<file path="config.mk">
export PLATFORM = sky130hd
export DESIGN_NAME = instr_prefetch
export DESIGN_NICKNAME = d
export VERILOG_FILES = /design/src/rtl/instr_prefetch.sv
export SDC_FILE = /design/constraint.sdc
export NUM_CORES = 1
export LEC_CHECK = 0
export BUFFER_PORTS_ARGS = -buffer_cell sky130_fd_sc_hd__buf_2
export CAP_MARGIN = 20
export CELL_PAD_IN_SITES_DETAIL_PLACEMENT = 1
export CELL_PAD_IN_SITES_GLOBAL_PLACEMENT = 2
export CORE_MARGIN = 4
export CORE_UTILIZATION = 41
export CTS_CLUSTER_DIAMETER = 80
export DETAILED_ROUTE_END_ITERATION = 7
export GPL_TIMING_DRIVEN = 0
export PLACE_DENSITY = 0.76
export SETUP_SLACK_MARGIN = 0.5
export SLEW_MARGIN = 20
export SYNTH_ARGS = -nofsm -noshare
export SYNTH_HDL_FRONTEND = slang
export SYNTH_SLANG_ARGS = --single-unit
</file>
<file path="constraint.sdc">
create_clock -name clk -period 2.45 [get_ports clk]
set_input_delay 0.245 -clock clk [delete_from_list [all_inputs] [get_ports clk]]
set_output_delay 0.245 -clock clk [all_outputs]
set_load 0.02 [all_outputs]
</file>
<file path="src/rtl/instr_prefetch.sv">
// Instruction prefetch buffer: fetches program bytes sequentially from
// Memory and queues {address, byte} pairs for the decode stage. A redirect
// flushes the queue and restarts fetching at a new address.
module instr_prefetch #(
    parameter int ADDR_W     = 8,
    parameter int DATA_W     = 8,
    parameter int DEPTH      = 4,
    parameter int RESET_ADDR = 0,
    localparam int PTR_W     = $clog2(DEPTH),
    localparam int CNT_W     = $clog2(DEPTH + 1)
) (
    input  logic              clk,
    input  logic              rst,
    output logic [ADDR_W-1:0] mem_addr,
    input  logic [DATA_W-1:0] mem_data,
    output logic              mem_rd,
    input  logic              redirect,
    input  logic [ADDR_W-1:0] redirect_addr,
    output logic              instr_valid,
    input  logic              instr_ready,
    output logic [DATA_W-1:0] instr_data,
    output logic [ADDR_W-1:0] instr_addr,
    output logic [CNT_W-1:0]  count
);

    logic [ADDR_W-1:0] fetchPc;
    logic [PTR_W-1:0]  rdPtr;
    logic [PTR_W-1:0]  wrPtr;
    logic [DATA_W-1:0] dataMem [DEPTH];
    logic [ADDR_W-1:0] addrMem [DEPTH];
    logic              fifoFull;
    logic              fifoEmpty;
    logic              push;
    logic              pop;

    // Handshake and head-of-queue decode. A pop never frees space for a
    // push in the same cycle, so fetching stalls whenever the queue is full.
    always_comb begin
        fifoFull    = (count == CNT_W'(DEPTH));
        fifoEmpty   = (count == '0);
        mem_addr    = fetchPc;
        mem_rd      = rst & ~fifoFull & ~redirect;
        push        = mem_rd;
        instr_valid = ~fifoEmpty & ~redirect;
        pop         = instr_valid & instr_ready;
        instr_data  = fifoEmpty ? '0 : dataMem[rdPtr];
        instr_addr  = fifoEmpty ? '0 : addrMem[rdPtr];
    end

    // Fetch address, queue pointers and occupancy; redirect outranks push/pop.
    always_ff @(posedge clk or negedge rst) begin
        if (!rst) begin
            fetchPc <= ADDR_W'(RESET_ADDR);
            rdPtr   <= '0;
            wrPtr   <= '0;
            count   <= '0;
        end else if (redirect) begin
            fetchPc <= redirect_addr;
            rdPtr   <= '0;
            wrPtr   <= '0;
            count   <= '0;
        end else begin
            if (push) begin
                wrPtr   <= wrPtr + PTR_W'(1);
                fetchPc <= fetchPc + ADDR_W'(1);
            end
            if (pop) begin
                rdPtr <= rdPtr + PTR_W'(1);
            end
            case ({push, pop})
                2'b10:   count <= count + CNT_W'(1);
                2'b01:   count <= count - CNT_W'(1);
                default: count <= count;
            endcase
        end
    end

    // Queue storage; contents are only observed while occupied, so no reset.
    always_ff @(posedge clk) begin
        if (push) begin
            dataMem[wrPtr] <= mem_data;
            addrMem[wrPtr] <= fetchPc;
        end
    end

endmodule

</file>
Yosys cells after proc, flatten, opt, wreduce, memory -nomap -nowiden
Memories as Yosys holds them, arrays and structs flattened.
Cells that the tools add are included.
{"block": "word_totals", "register_bits": 15, "ram_bits": 64, "input_bits": 20, "memories": 2}
{"block": "classes", "add_sub_neg": 5, "n_eq_ne": 3, "n_mux": 12, "bitwise": 7, "reduce_logical": 4}
{"name": "addrMem", "words": 4, "width": 8, "rd": 1, "rd_ports_with_merged_regs": 0, "wr": 1, "line_no": "30", "text": "logic [ADDR_W-1:0] addrMem [DEPTH];"}
{"name": "dataMem", "words": 4, "width": 8, "rd": 1, "rd_ports_with_merged_regs": 0, "wr": 1, "line_no": "29", "text": "logic [DATA_W-1:0] dataMem [DEPTH];"}
{"cell": "2-to-1 mux 8 bit", "count": 4}
{"cell": "adder 8 x 1 -> 8 bit, second input constant", "count": 1}
{"cell": "2-to-1 mux 2 bit", "count": 4}
{"cell": "case mux 3 bit (2 select lines)", "count": 1}
{"cell": "adder 2 x 1 -> 2 bit, second input constant", "count": 2}
{"cell": "AND 1 bit", "count": 4}
{"cell": "nonzero test 2 bit", "count": 2}
{"cell": "adder 3 x 1 -> 3 bit, second input constant", "count": 1}
{"cell": "equality test 3 bit, second input constant", "count": 1}
{"cell": "logical NOT 3 bit", "count": 1}
{"cell": "2-to-1 mux 3 bit", "count": 1}
{"cell": "inverter 1 bit", "count": 3}
{"cell": "nonzero test 3 bit", "count": 1}
{"cell": "subtractor 3 x 1 -> 3 bit, second input constant", "count": 1}
{"cell": "equality test 2 x 1 -> 1 bit, second input constant", "count": 1}
{"cell": "equality test 2 bit, second input constant", "count": 1}
{"cell": "2-to-1 mux 1 bit", "count": 2}

Depth between registers and ports, before layout
{"block": "depth", "depth_word": 7, "mapped_depth": 9}

Worst setup path before layout
Ideal clock, no wire load.
{"block": "synth_timing", "path_type": "reg2reg", "start": "register count[1]", "end": "register count[1]", "setup_time_ns": 0.136, "t_arrival_ns": 2.094, "required_ns": 2.314, "setup_slack_ns": 0.220, "path_stages_with_launch": 8, "path_buffers": 1, "cell_sequence": "dfrtp_1 > buf_6 > or3b_4 > nand2_2 > nor3b_1 > fa_1 > a41oi_1 > nor3_1"}
{"block": "synth_via", "elab_chain_cells": 7, "word_cells_on_any_way": 15, "cone_classes": "add/sub: 2; eq/ne: 3; mux: 2; bitwise: 6; reduce/logical: 2"}
{"item": "from (decl)", "line_no": "23", "text": "output logic [CNT_W-1:0] count"}
{"item": "from (signal assigned)", "line_no": "71", "text": "2'b10: count <= count + CNT_W'(1);"}
{"item": "from (signal assigned)", "line_no": "72", "text": "2'b01: count <= count - CNT_W'(1);"}
{"item": "from (signal assigned)", "line_no": "73", "text": "default: count <= count;"}
{"item": "equality test 3 bit or logical NOT 3 bit (tied branches)", "line_no": "39, 40"}
{"item": "inverter 1 bit (on tied branches)", "line_no": "42, 44"}
{"item": "AND 1 bit (on tied branches)", "line_no": "42, 44"}
{"item": "AND 1 bit (on tied branches)", "line_no": "42, 45"}
{"item": "equality test 2 x 1 -> 1 bit or equality test 2 bit (tied branches)", "line_no": "70", "text": "case ({push, pop})"}
{"item": "case mux 3 bit (2 select lines)", "line_no": "70"}
{"item": "2-to-1 mux 3 bit", "line_no": "57", "text": "end else if (redirect) begin"}
Parallel ways exist; a longest one is shown, timed or not.
A chain may end at the register's enable or synchronous reset.

Worst setup path after layout
{"block": "layout_timing", "start": "register count[1]", "end": "register count[2]"}
The elaborated chain is that of the path after synthesis.

==> results.cfg <==
[status]
status = finished, final reports clean

[floorplanning]
row_count = 33
dieArea_um2 = 9940
die_w_um = 99.7
die_h_um = 99.7
pin_count = 49
start_util = 0.420
core_area_um2 = 8220

[routing]
wirelength_um = 7690
drt_iter0_drc = 64
routedWlPerCell_um = 18.9
via_count = 2079
drt-pass1-iter-count = 4
ant_nets = 0
via_per_inst = 5.10
drc_errors = 0

[finish]
syn2layout_area_growth_pct = 30.0
multi_input_area_um2 = 1190
n_fill_cell = 821
design_area_um2 = 4480
drive_above_1_share = 0.472
seq_area_um2 = 2300
nNetsFinal = 325
diodes = 0

[logic_synthesis]
yosys-top-cells-count = edfxtp_1, nor2b_1, mux4_2
postSynthCellCount = 215
synth_async_sr_flop_share = 0.190
synth_area_leader_cell = edfxtp_1
synth-seq-cells = 79
synth_edf_count = 64
ys_warn_count = 0
ys_types = 40
synth-seq-area-share = 0.666
post-synth-top-count-cell = edfxtp_1
avgSynthCellArea_um2 = 16.0
synth_nets = 241
synth_top_area_frac = 0.557
synth_ff_type = edfxtp_1
synth.area.top_cells = edfxtp_1, dfrtp_1, mux4_2
syn-cell-area_um2 = 3450

[critical_path]
cp_max_fo = 6
cp-start-kind = flip-flop
arrival_ps = 2430
cp.required_ps = 2720
end_kind = flip-flop
path_class = reg2reg
cpPeakStageDelay_ps = 420
cp_num_buf_inv = 2
cp_slowest_cell = dfrtp_2
crit_family = simple AND/OR/NAND/NOR gates
crit_chain = buf_6 -> nor3_4 -> nand2b_4 -> nor3b_4 -> fa_2 -> buf_4 -> nor3_1 -> o221ai_1 -> a21oi_2

[global_route]
grt.overflow.total = 0
use_met2 = 0.263
met3_usage = 0.0358
antenna_found_initial = 0
track_usage = 0.162
grt_pass1_wl_um = 11900
grt_pass1_vias = 2223
globalRouteMet1Util = 0.210
grt_busiest_layer = met2
grt_max_degree = 17

[cts]
clock-sinks = 79
cts_buffers = 9
clockBufferDepth = 2
insertion_delay_ps = 340
cts_root_buffer = clkbuf_8
cts_tree = yes
path_clk_slew_ps = 80
cts_max_level = 3

[sta]
tightestPinTransition_ps = 778
max_freq_ghz = 0.464
finalSetupTns_ps = 0
timing.final.crit_share = 0.880
rsz0062_at_grt = true
setup_violations = 0
skew_ps = 10.8
post-route-min-period_ps = 2160
final_max_slew_viol_count = 0
finalHoldViolCount = 0
max_slew_margin = 0.480

[power]
p_leak_uw = 0.00169
irDropWorstVdd_uv = 310
p_per_area_nw_per_um2 = 708

[run]
maxCapViolations = 0

[placement]
place_area_um2 = 3830
port_buffers = 47
gp_congestion = 0.833
dp_hpwl_um = 4680

[worst_hold_path]
hold_class = in2reg
-- power by group --
part	switching [uW]	internal, uW
combinational	368	396
sequential	54.8	1530
clock	466	362
total	889	2290
-- kinds of logic after synthesis --
group | share of synthesized area
AO/OA/AOI/OAI | 0.0308
XOR/XNOR | 0.0279
adder cells (fa/ha/maj) | 0.0239
flip-flops | 0.666
AND/OR/NAND/NOR | 0.112
multiplexers | 0.111
buffers and inverters | 0.0283
-- worst min-delay path, stage by stage --
cell	delay [ps]
buf_2	70
nand2_1	40
o21ai_0	60
-- flip-flops by register name, summed over array words and instances, names as in the netlist --
name / cells
wrPtr: 2
dataMem: 32
rdPtr: 2
mem_addr: 8
count: 3
addrMem: 32
-- through the flow --
| stage | setup slack [ps] | util | instances | total power (uW) | hold slack, ps |
|---|---|---|---|---|---|
| 2_1_floorplan | 343 | - | 215 | 1950 | -50.6 |
| 3_3_place_gp | 112 | 0.466 | 367 | 2120 | 222 |
| 3_5_place_dp | 90.6 | 0.466 | 367 | 2130 | 227 |
| 4_1_cts | 348 | 0.516 | 399 | 3060 | 104 |
| 5_1_grt | 163 | 0.545 | 408 | 3330 | 98.7 |
| 6_report | 295 | 0.545 | 408 | 3180 | 113 |
-- layer usage --
layer / vias to the layer above / wire, um
met1: 1051 / 3390
met3: 15 / 209
met5: - / 0
met2: 42 / 3920
li1: 971 / -
met4: 0 / 174
-- repair_timing --
item	CTS	global route
hold buffers	1	0
setup buffers	15	8
endpoints found under the setup margin	66	44
pin swaps	6	7
gates cloned	1	1
gates resized for setup	28	44
hold endpoints to repair	15	0
-- final timing paths --
path,from,to,cells past startpoint,slack (ps)
worst max-delay path,count[1],count[2],9,290
worst min-delay path,redirect_addr[3],mem_addr[3],3,110
worst max register to register,count[1],count[2],9,290
worst min register to register,wrPtr[1],wrPtr[1],2,590
max in group asynchronous,rst,count[0],2,1290
min in group asynchronous,rst,mem_addr[4],2,620
-- cells in the final DEF (no fill, tap or decap), types with 7 or more instances in the layout --
cell type / count
buf_2: 37
buf_4: 22
buf_6: 16
clkbuf_8: 9
dfrtp_1: 13
edfxtp_1: 64
mux4_2: 16
nand2_1: 12
nor2_1: 7
nor2b_1: 8
nor2b_4: 9
o21ai_0: 7
xnor2_1: 7
-- cell type report --
cell class / count / share of cell area
Inverter: 4 / 0.00335
Tap cell: 105 / 0.0293
Clock inverter: 5 / 0.00810
Buffer: 13 / 0.0271
Sequential cell: 79 / 0.513
Timing Repair Buffer: 73 / 0.124
Multi-Input combinational cell: 119 / 0.266
Clock buffer: 10 / 0.0285
No activity file was read; power rests on OpenSTA's default activity.
